## src/rtl/rv_pipe_pkg.sv

```systemverilog
// rv_pipe_pkg: shared write-back types for the 5-stage RISC-V pipeline
package rv_pipe_pkg;
  localparam int REG_ADDR_W = 5;
  localparam int XLEN = 32;
  typedef enum logic [1:0] {
    RES_ALU = 2'd0,
    RES_MEM = 2'd1,
    RES_PC4 = 2'd2
  } result_src_e;
  typedef struct packed {
    logic [XLEN-1:0]       data;
    logic [REG_ADDR_W-1:0] rd;
    logic                  regwrite;
  } wb_bundle_t;
endpackage

```

## src/rtl/skid_fifo2.sv

```systemverilog
// skid_fifo2: 2-entry valid/ready buffer; the head lives in its own register so out_* hold their last popped value
module skid_fifo2 #(
  parameter type T = rv_pipe_pkg::wb_bundle_t
) (
  input  logic clk,
  input  logic reset,
  input  logic flush,
  input  logic in_valid,
  output logic in_ready,
  input  T     in_bundle,
  output logic out_valid,
  input  logic out_ready,
  output T     out_bundle
);
  T           r_mem [2];
  T           r_head;
  logic       r_wr_ptr;
  logic       r_rd_ptr;
  logic [1:0] r_count;
  logic       w_push;
  logic       w_pop;
  logic       w_load_in;
  logic       w_load_mem;
  assign in_ready   = r_count < 2'd2;
  assign out_valid  = r_count != 2'd0;
  assign out_bundle = r_head;
  assign w_push     = in_valid && in_ready;
  assign w_pop      = out_valid && out_ready;
  // head reloads from the input when the pushed entry becomes head, or from the second slot when full pops
  assign w_load_in  = w_push && (r_count == 2'd0 || (r_count == 2'd1 && w_pop));
  assign w_load_mem = w_pop && r_count == 2'd2;
  always_ff @(posedge clk or posedge reset)
    if (reset) begin
      r_mem[0] <= '0;
      r_mem[1] <= '0;
      r_head   <= '0;
      r_wr_ptr <= 1'b0;
      r_rd_ptr <= 1'b0;
      r_count  <= 2'd0;
    end else if (flush) begin
      r_wr_ptr <= 1'b0;
      r_rd_ptr <= 1'b0;
      r_count  <= 2'd0;
    end else begin
      if (w_push) r_mem[r_wr_ptr] <= in_bundle;
      r_wr_ptr <= r_wr_ptr ^ w_push;
      r_rd_ptr <= r_rd_ptr ^ w_pop;
      r_count  <= r_count + {1'b0, w_push} - {1'b0, w_pop};
      r_head   <= w_load_in ? in_bundle : w_load_mem ? r_mem[~r_rd_ptr] : r_head;
    end
  a_count_max: assert property (@(posedge clk) disable iff (reset) r_count <= 2'd2);
  a_out_stable: assert property (@(posedge clk) disable iff (reset)
    out_valid && !out_ready |=> $stable(out_bundle));
endmodule

```

## src/rtl/result_mux_pipe.sv

```systemverilog
// result_mux_pipe: registered N-to-1 write-back result select with skid buffer and sticky out-of-range select flag
module result_mux_pipe
  import rv_pipe_pkg::*;
#(
  parameter  int WIDTH  = 32,
  parameter  int NUM_IN = 3,
  localparam int SEL_W  = $clog2(NUM_IN),
  parameter  int DEPTH  = 2
) (
  input  logic                    clk,
  input  logic                    reset,
  input  logic                    flush,
  input  logic                    in_valid,
  output logic                    in_ready,
  input  logic [NUM_IN*WIDTH-1:0] in_data,
  input  logic [SEL_W-1:0]        in_sel,
  input  logic [REG_ADDR_W-1:0]   in_rd,
  input  logic                    in_regwrite,
  output logic                    out_valid,
  input  logic                    out_ready,
  output logic [WIDTH-1:0]        out_data,
  output logic [REG_ADDR_W-1:0]   out_rd,
  output logic                    out_regwrite,
  output logic                    sel_oob,
  input  logic                    sel_oob_clr
);
  localparam int NSLOT = 2 ** SEL_W;
  typedef struct packed {
    logic [WIDTH-1:0]      data;
    logic [REG_ADDR_W-1:0] rd;
    logic                  regwrite;
  } bundle_t;
  logic [WIDTH-1:0] w_src [NSLOT];
  logic [NSLOT-1:0] w_oob_map;
  bundle_t          w_in;
  bundle_t          w_out;
  logic             w_push;
  logic             w_oob;
  logic             r_sel_oob;
  if (DEPTH != 2) begin : g_depth_chk
    $error("result_mux_pipe: DEPTH must be 2");
  end
  if (NUM_IN < 2 || NUM_IN > 16) begin : g_num_chk
    $error("result_mux_pipe: NUM_IN must be in 2..16");
  end
  // unused select codes alias the last source, which gives saturation without a comparator on the data path
  for (genvar i = 0; i < NSLOT; i++) begin : g_src
    localparam int SRC = (i < NUM_IN) ? i : NUM_IN - 1;
    assign w_src[i]     = in_data[SRC*WIDTH +: WIDTH];
    assign w_oob_map[i] = i >= NUM_IN;
  end
  assign w_in   = {w_src[in_sel], in_rd, in_regwrite};
  assign w_oob  = w_oob_map[in_sel];
  assign w_push = in_valid && in_ready;
  always_ff @(posedge clk or posedge reset)
    if (reset) r_sel_oob <= 1'b0;
    else r_sel_oob <= (w_push && w_oob) || (r_sel_oob && !sel_oob_clr);
  skid_fifo2 #(.T(bundle_t)) u_fifo (
    .clk       (clk),
    .reset     (reset),
    .flush     (flush),
    .in_valid  (in_valid),
    .in_ready  (in_ready),
    .in_bundle (w_in),
    .out_valid (out_valid),
    .out_ready (out_ready),
    .out_bundle(w_out)
  );
  assign out_data     = w_out.data;
  assign out_rd       = w_out.rd;
  assign out_regwrite = w_out.regwrite;
  assign sel_oob      = r_sel_oob;
endmodule

```

## config.mk

```make
export PLATFORM = sky130hd
export DESIGN_NAME = result_mux_pipe
export DESIGN_NICKNAME = d
export VERILOG_FILES = /design/src/rtl/rv_pipe_pkg.sv /design/src/rtl/skid_fifo2.sv /design/src/rtl/result_mux_pipe.sv
export SDC_FILE = /design/constraint.sdc
export NUM_CORES = 1
export LEC_CHECK = 0
export CAP_MARGIN = 0
export CORE_ASPECT_RATIO = 0.7
export CORE_MARGIN = 5
export CORE_UTILIZATION = 51
export DETAILED_ROUTE_END_ITERATION = 7
export GPL_TIMING_DRIVEN = 1
export PLACE_DENSITY = 0.82
export SLEW_MARGIN = 30
export SYNTH_ARGS = -nofsm -noshare
export SYNTH_HDL_FRONTEND = slang
export SYNTH_SLANG_ARGS = --single-unit
```

## constraint.sdc

```tcl
create_clock -name clk -period 5.5 [get_ports clk]
set_input_delay 1.1 -clock clk [delete_from_list [all_inputs] [get_ports clk]]
set_output_delay 1.1 -clock clk [all_outputs]
set_load 0.05 [all_outputs]
```

; Yosys cells after proc, flatten, opt, wreduce, memory -nomap -nowiden
; Index checks and enable logic that the tools add are counted.
[word_totals]
register_bits = 119
out_inout_bits = 41
elab_cells = 62
[op_classes]
add_sub_neg = 2
order_cmp = 6
eq_ne = 2
muxes = 16
bitwise_logic = 7
reduce_logical = 16
[op_table]
columns = operator, count
row1 = 38-bit 2-to-1 mux, 6
row2 = 76-bit bitwise mux, 1
row3 = 32-bit binary-select mux with 2-bit select, 1
row4 = 32-bit 2-to-1 mux, 2
row5 = 38-bit demux with 1-bit select, 1
row6 = 1-bit logical AND, 8
row7 = 2-bit >= comparator (second input constant), 2
row8 = 1-bit NOT with 2-bit output, 2
row9 = 2-bit AND reduction, 2
row10 = 2-bit nonzero test, 2
row11 = 3-bit >= comparator (second input constant), 1
row12 = 2-bit by 3-bit < comparator with 1-bit output (second input constant), 1
row13 = 1-bit 2-to-1 mux, 3
row14 = 2-bit NOT with 3-bit output, 1
row15 = 2-bit by 1-bit adder with 2-bit output, 1
row16 = 1-bit binary-select mux with 2-bit select, 1
row17 = 2-bit by 1-bit == test with 1-bit output (second input constant), 1
row18 = 2-bit == test (second input constant), 1
row19 = 2-bit logical NOT, 1
row20 = 1-bit logical OR, 2
row21 = 2-bit by 1-bit < comparator with 1-bit output (second input constant), 1
row22 = 2-bit < comparator (second input constant), 1
row23 = 2-bit 2-to-1 mux, 1
row24 = 1-bit NOT, 2
row25 = 3 further kinds, 4

; Depth between registers and ports, before layout
[logic_depth]
ltp_word = 7
mapped_depth = 6
depth_no_buf = 5

; By module
; Synthesis repeated with hierarchy kept, for this count alone.
[unflattened]
cells_unflattened = 462
hier_area_um2 = 6252.2
[modules_own_cells]
columns = mod, instances, cells_per_inst, area_per_inst_um2, seq_area_each_um2
row1 = skid_fifo2, 1, 350, 5502.8, 2952.8
row2 = result_mux_pipe, 1, 112, 749.5, 25.0

; Worst setup path before layout
; OpenSTA, ideal clock, no wires.
[synth_path]
kind = input to register
from = in in_sel[0]
to = reg u_fifo.r_head (netlist bit u_fifo.out_bundle[27])
arrival_time_ps = 2068
path_slack_ps = 3314
stages = 6
cell_sequence = buf_6 > buf_6 > mux2_4 > mux2i_4 > o22ai_2 > a21o_1
[synth_via]
elab_chain_len = 5
[synth_lines]
columns = item, line
row1 = start: declaration, result_mux_pipe.sv:16  ; input logic [SEL_W-1:0] in_sel,
row2 = 2-bit NOT with 3-bit output (implied by the code), result_mux_pipe.sv:52  ; assign w_in = {w_src[in_sel], in_rd, in_regwrite};
row3 = 32-bit binary-select mux with 2-bit select, result_mux_pipe.sv:52
row4 = 32-bit 2-to-1 mux (implied by the code) (2 in series), result_mux_pipe.sv:52
row5 = 38-bit 2-to-1 mux, skid_fifo2.sv:49  ; r_head <= w_load_in ? in_bundle : w_load_mem ? r_mem[~r_rd_ptr] : r_head;
row6 = end signal: assignment, skid_fifo2.sv:49
row7 = end: declaration, skid_fifo2.sv:16  ; T r_head;
; Every way passes these cells. The select of a mux whose other input is x is not followed.
; A chain may end at the register's enable or synchronous reset.

; Final worst setup path
[layout_path]
from = reg u_fifo.r_count[1]
to = out out_valid
[layout_via]
elab_chain_len = 1
[layout_lines]
columns = item, line
row1 = start: declaration, skid_fifo2.sv:19  ; logic [1:0] r_count;
row2 = start signal: assignment, skid_fifo2.sv:48  ; r_count <= r_count + {1'b0, w_push} - {1'b0, w_pop};
row3 = 2-bit nonzero test, skid_fifo2.sv:25  ; assign out_valid = r_count != 2'd0;
row4 = end: declaration, result_mux_pipe.sv:19  ; output logic out_valid,
; Every way passes these cells.

==> impl_metrics.csv <==
group,metric,value,unit
status,outcome,"finished clean",
worst_hold_path,hp-start,"u_fifo.out_bundle[25]",
global_route,overflow,0,
yosys,synth_area_leaders,"dfrtp_1 (45%), mux2i_4 (9.6%), mux2_4 (9.2%)",
final_layout,seqCellArea,0.00298,mm²
yosys,synth-edff-count,0,
routing,wire_per_inst,19.1,µm
sta,max_freq,0.331,GHz
final_layout,fill_cells,863,
setup_path,cp-end-kind,"primary output",
clock_tree,cts_buffers,17,
power,power_per_cell_area,400,mW/mm²
clock_tree,cts_tree,"built",
setup_path,required,4.40,ns
yosys,yosysTopAreaCellShare,0.455,
flow_run,max-cap-violations,0,
die,die_width,145,µm
routing,via_per_inst,5.56,
die,coreArea,0.0125,mm²
die,dieArea,0.0152,mm²
final_layout,fin_nets,763,
die,chipHeight,105,µm
yosys,synth_common_cells,"dfrtp_1 (119), o21ai_0 (72), nand2_1 (68), mux2i_1 (41), mux2_4 (40)",
setup_path,crit_fanout,6,
yosys,synth_cell_types,37,
sta,hold_viol,0,
sta,skew,0.00453,ns
final_layout,drive_gt1_frac,0.229,
setup_path,reg2reg_from,"u_fifo.r_count[1]",
clock_tree,cts_buffer_depth,2,
routing,drc_errors,0,
routing,ant_nets,0,
global_route,grt_start_max_net_pins,87,
yosys,synth_fp_nets,627,
final_layout,insertedDiodeCount,0,
yosys,synth_most_common_cell,"dfrtp_1",
die,start_util,0.523,
die,ios,151,
yosys,synth_top_cell_by_area,"dfrtp_1",
routing,drt_iter0_drc,333,
routing,routed_wl,15.8,mm
worst_hold_path,hold_path_class,"reg -> reg",
setup_path,r2r_end,"u_fifo.out_bundle[1]",
sta,setup-violations-final,0,
clock_tree,root_buffer,"clkbuf_16",
global_route,first_global_vias,5043,
sta,setup-tns-final,0,ns
global_route,antenna_found_initial,0,
yosys,synth_cells,516,
yosys,synth_flop_cell,"dfrtp_1",
sta,rsz0062_at_grt,"no",
sta,fin_crit,3.02,ns
sta,slew_headroom,0.493,
clock_tree,htreeDepth,4,
yosys,ys_warn_count,0,
yosys,synthArstFlopShare,1.00,
clock_tree,cts_num_sinks,119,
clock_tree,hold_buffers,0,
final_layout,multiInputGateArea,0.00320,mm²
sta,period_share,0.549,
worst_hold_path,hold_end,"u_fifo.out_bundle[25]",
yosys,syn_area,0.00655,mm²
setup_path,path_class,"reg -> out",
die,rows,34,
routing,first_pass_iters,5,
yosys,postSynthAreaPerCell,12.7,µm²
clock_tree,clkSlewWorstSetupHoldPaths,0.06,ns
placement,finalWeightedCongestion,0.811,
clock_tree,cts_resized,0,
global_route,grt_pass1_wl,26.0,mm
setup_path,r2r_slack,3.43,ns
global_route,grt_usage,0.210,
power,cellLeakagePower,3.78,nW
setup_path,critPathLaunchType,"flop",
yosys,ys_seq_area_frac,0.455,
power,p_total,3.45,mW
final_layout,area_growth,31.8,%
placement,portBuffers,150,
placement,hpwl,10.5,mm
clock_tree,post-cts-setup-buffers,0,
yosys,ys_ff_latch,119,
setup_path,cp.arrival,1.92,ns
setup_path,r2r_cells,5,
sta,maxSlewViolCount,0,
power,vdd_drop_max,0.249,mV
routing,num_vias,4595,
sta,max_slew.worst_pin.slew,0.760,ns
clock_tree,clk_latency,0.40,ns
worst_hold_path,hold_depth,1,
## critical path, stage by stage (launching register included)
cell	delay [ns]
dfrtp_1	0.47
or2_2	0.34
clkdlybuf4s50_1	0.71
## cell usage in the layout (no fill, tap or decap), types with 2 or more instances in the layout
cell type / netlist / final
clkdlybuf4s50_1: 0 / 148
dfrtp_1: 119 / 118
o21ai_0: 72 / 72
nand2_1: 68 / 67
mux2i_1: 41 / 41
mux2_4: 40 / 40
a21o_1: 32 / 32
o22ai_2: 30 / 30
mux2i_4: 28 / 28
clkbuf_16: 0 / 17
buf_4: 2 / 8
nand3_1: 7 / 7
mux2_1: 6 / 6
bufinv_16: 0 / 5
nor2_1: 4 / 4
inv_1: 5 / 4
mux2_2: 3 / 3
clkinv_2: 0 / 3
or2_2: 1 / 2
nor2b_1: 2 / 2
xor2_1: 2 / 2
inv_6: 0 / 2
and2_1: 2 / 2
clkinvlp_4: 0 / 2
clkbuf_8: 2 / 2
## layout make-up
class	count	area share
Clock buffer	20	0.0529
Clock inverter	12	0.0229
Inverter	5	0.00275
Multi-Input combinational cell	351	0.370
Sequential cell	119	0.345
Tap cell	162	0.0235
Timing Repair Buffer	158	0.182
## state kept, by name (all words and copies together), names as in the netlist
register,cells
u_fifo.r_count,2
u_fifo.r_wr_ptr,1
u_fifo.r_mem,76
u_fifo.r_rd_ptr,1
u_fifo.out_bundle,38
sel_oob,1
## worst max-delay path by stage
stage                       from                    end  cells after the start
3_5_place_dp           out_ready   u_fifo.out_bundle[1]                      6
3_3_place_gp           out_ready  u_fifo.out_bundle[37]                      5
2_1_floorplan              reset                sel_oob                      1
4_1_cts        u_fifo.r_count[1]              out_valid                      2
5_1_grt        u_fifo.r_count[1]              out_valid                      2
6_report       u_fifo.r_count[1]              out_valid                      2
## layer usage
layer,vias up,share of wire,track usage
met5,-,0,0
met4,0,0.010,0.0573
met3,18,0.067,0.0601
met2,181,0.48,0.343
met1,2281,0.44,0.277
li1,2115,-,-
## cells by family after synthesis
kind of cell / count (synthesis) / synth area share
multiplexers: 118 / 0.266
buffers and inverters: 46 / 0.0583
adder cells (fa/ha/maj): 1 / 0.00191
AO/OA/AOI/OAI: 138 / 0.153
XOR/XNOR: 3 / 0.00402
AND/OR/NAND/NOR: 91 / 0.0612
flip-flops: 119 / 0.455
## per-stage QoR
stage / area, µm² / setup slack [ns] / cells / hold WS (ns) / utilization
after floorplan: 6550 / 1.24 / 516 / 0.442 / -
after global placement: 7940 / 2.26 / 794 / 0.459 / 0.635
after detailed placement: 7980 / 2.32 / 795 / 0.465 / 0.638
after CTS: 8630 / 2.46 / 827 / 0.477 / 0.690
after global routing: 8630 / 2.41 / 827 / 0.492 / 0.690
final: 8630 / 2.48 / 827 / 0.475 / 0.690
## power breakdown
group,switching [mW],total [mW],internal [mW]
registers,0.130,1.23,1.10
logic,0.562,1.00,0.439
clock network,0.392,1.22,0.828
total,1.08,3.45,2.37
Note: power is estimated with default switching activity, not from simulation.
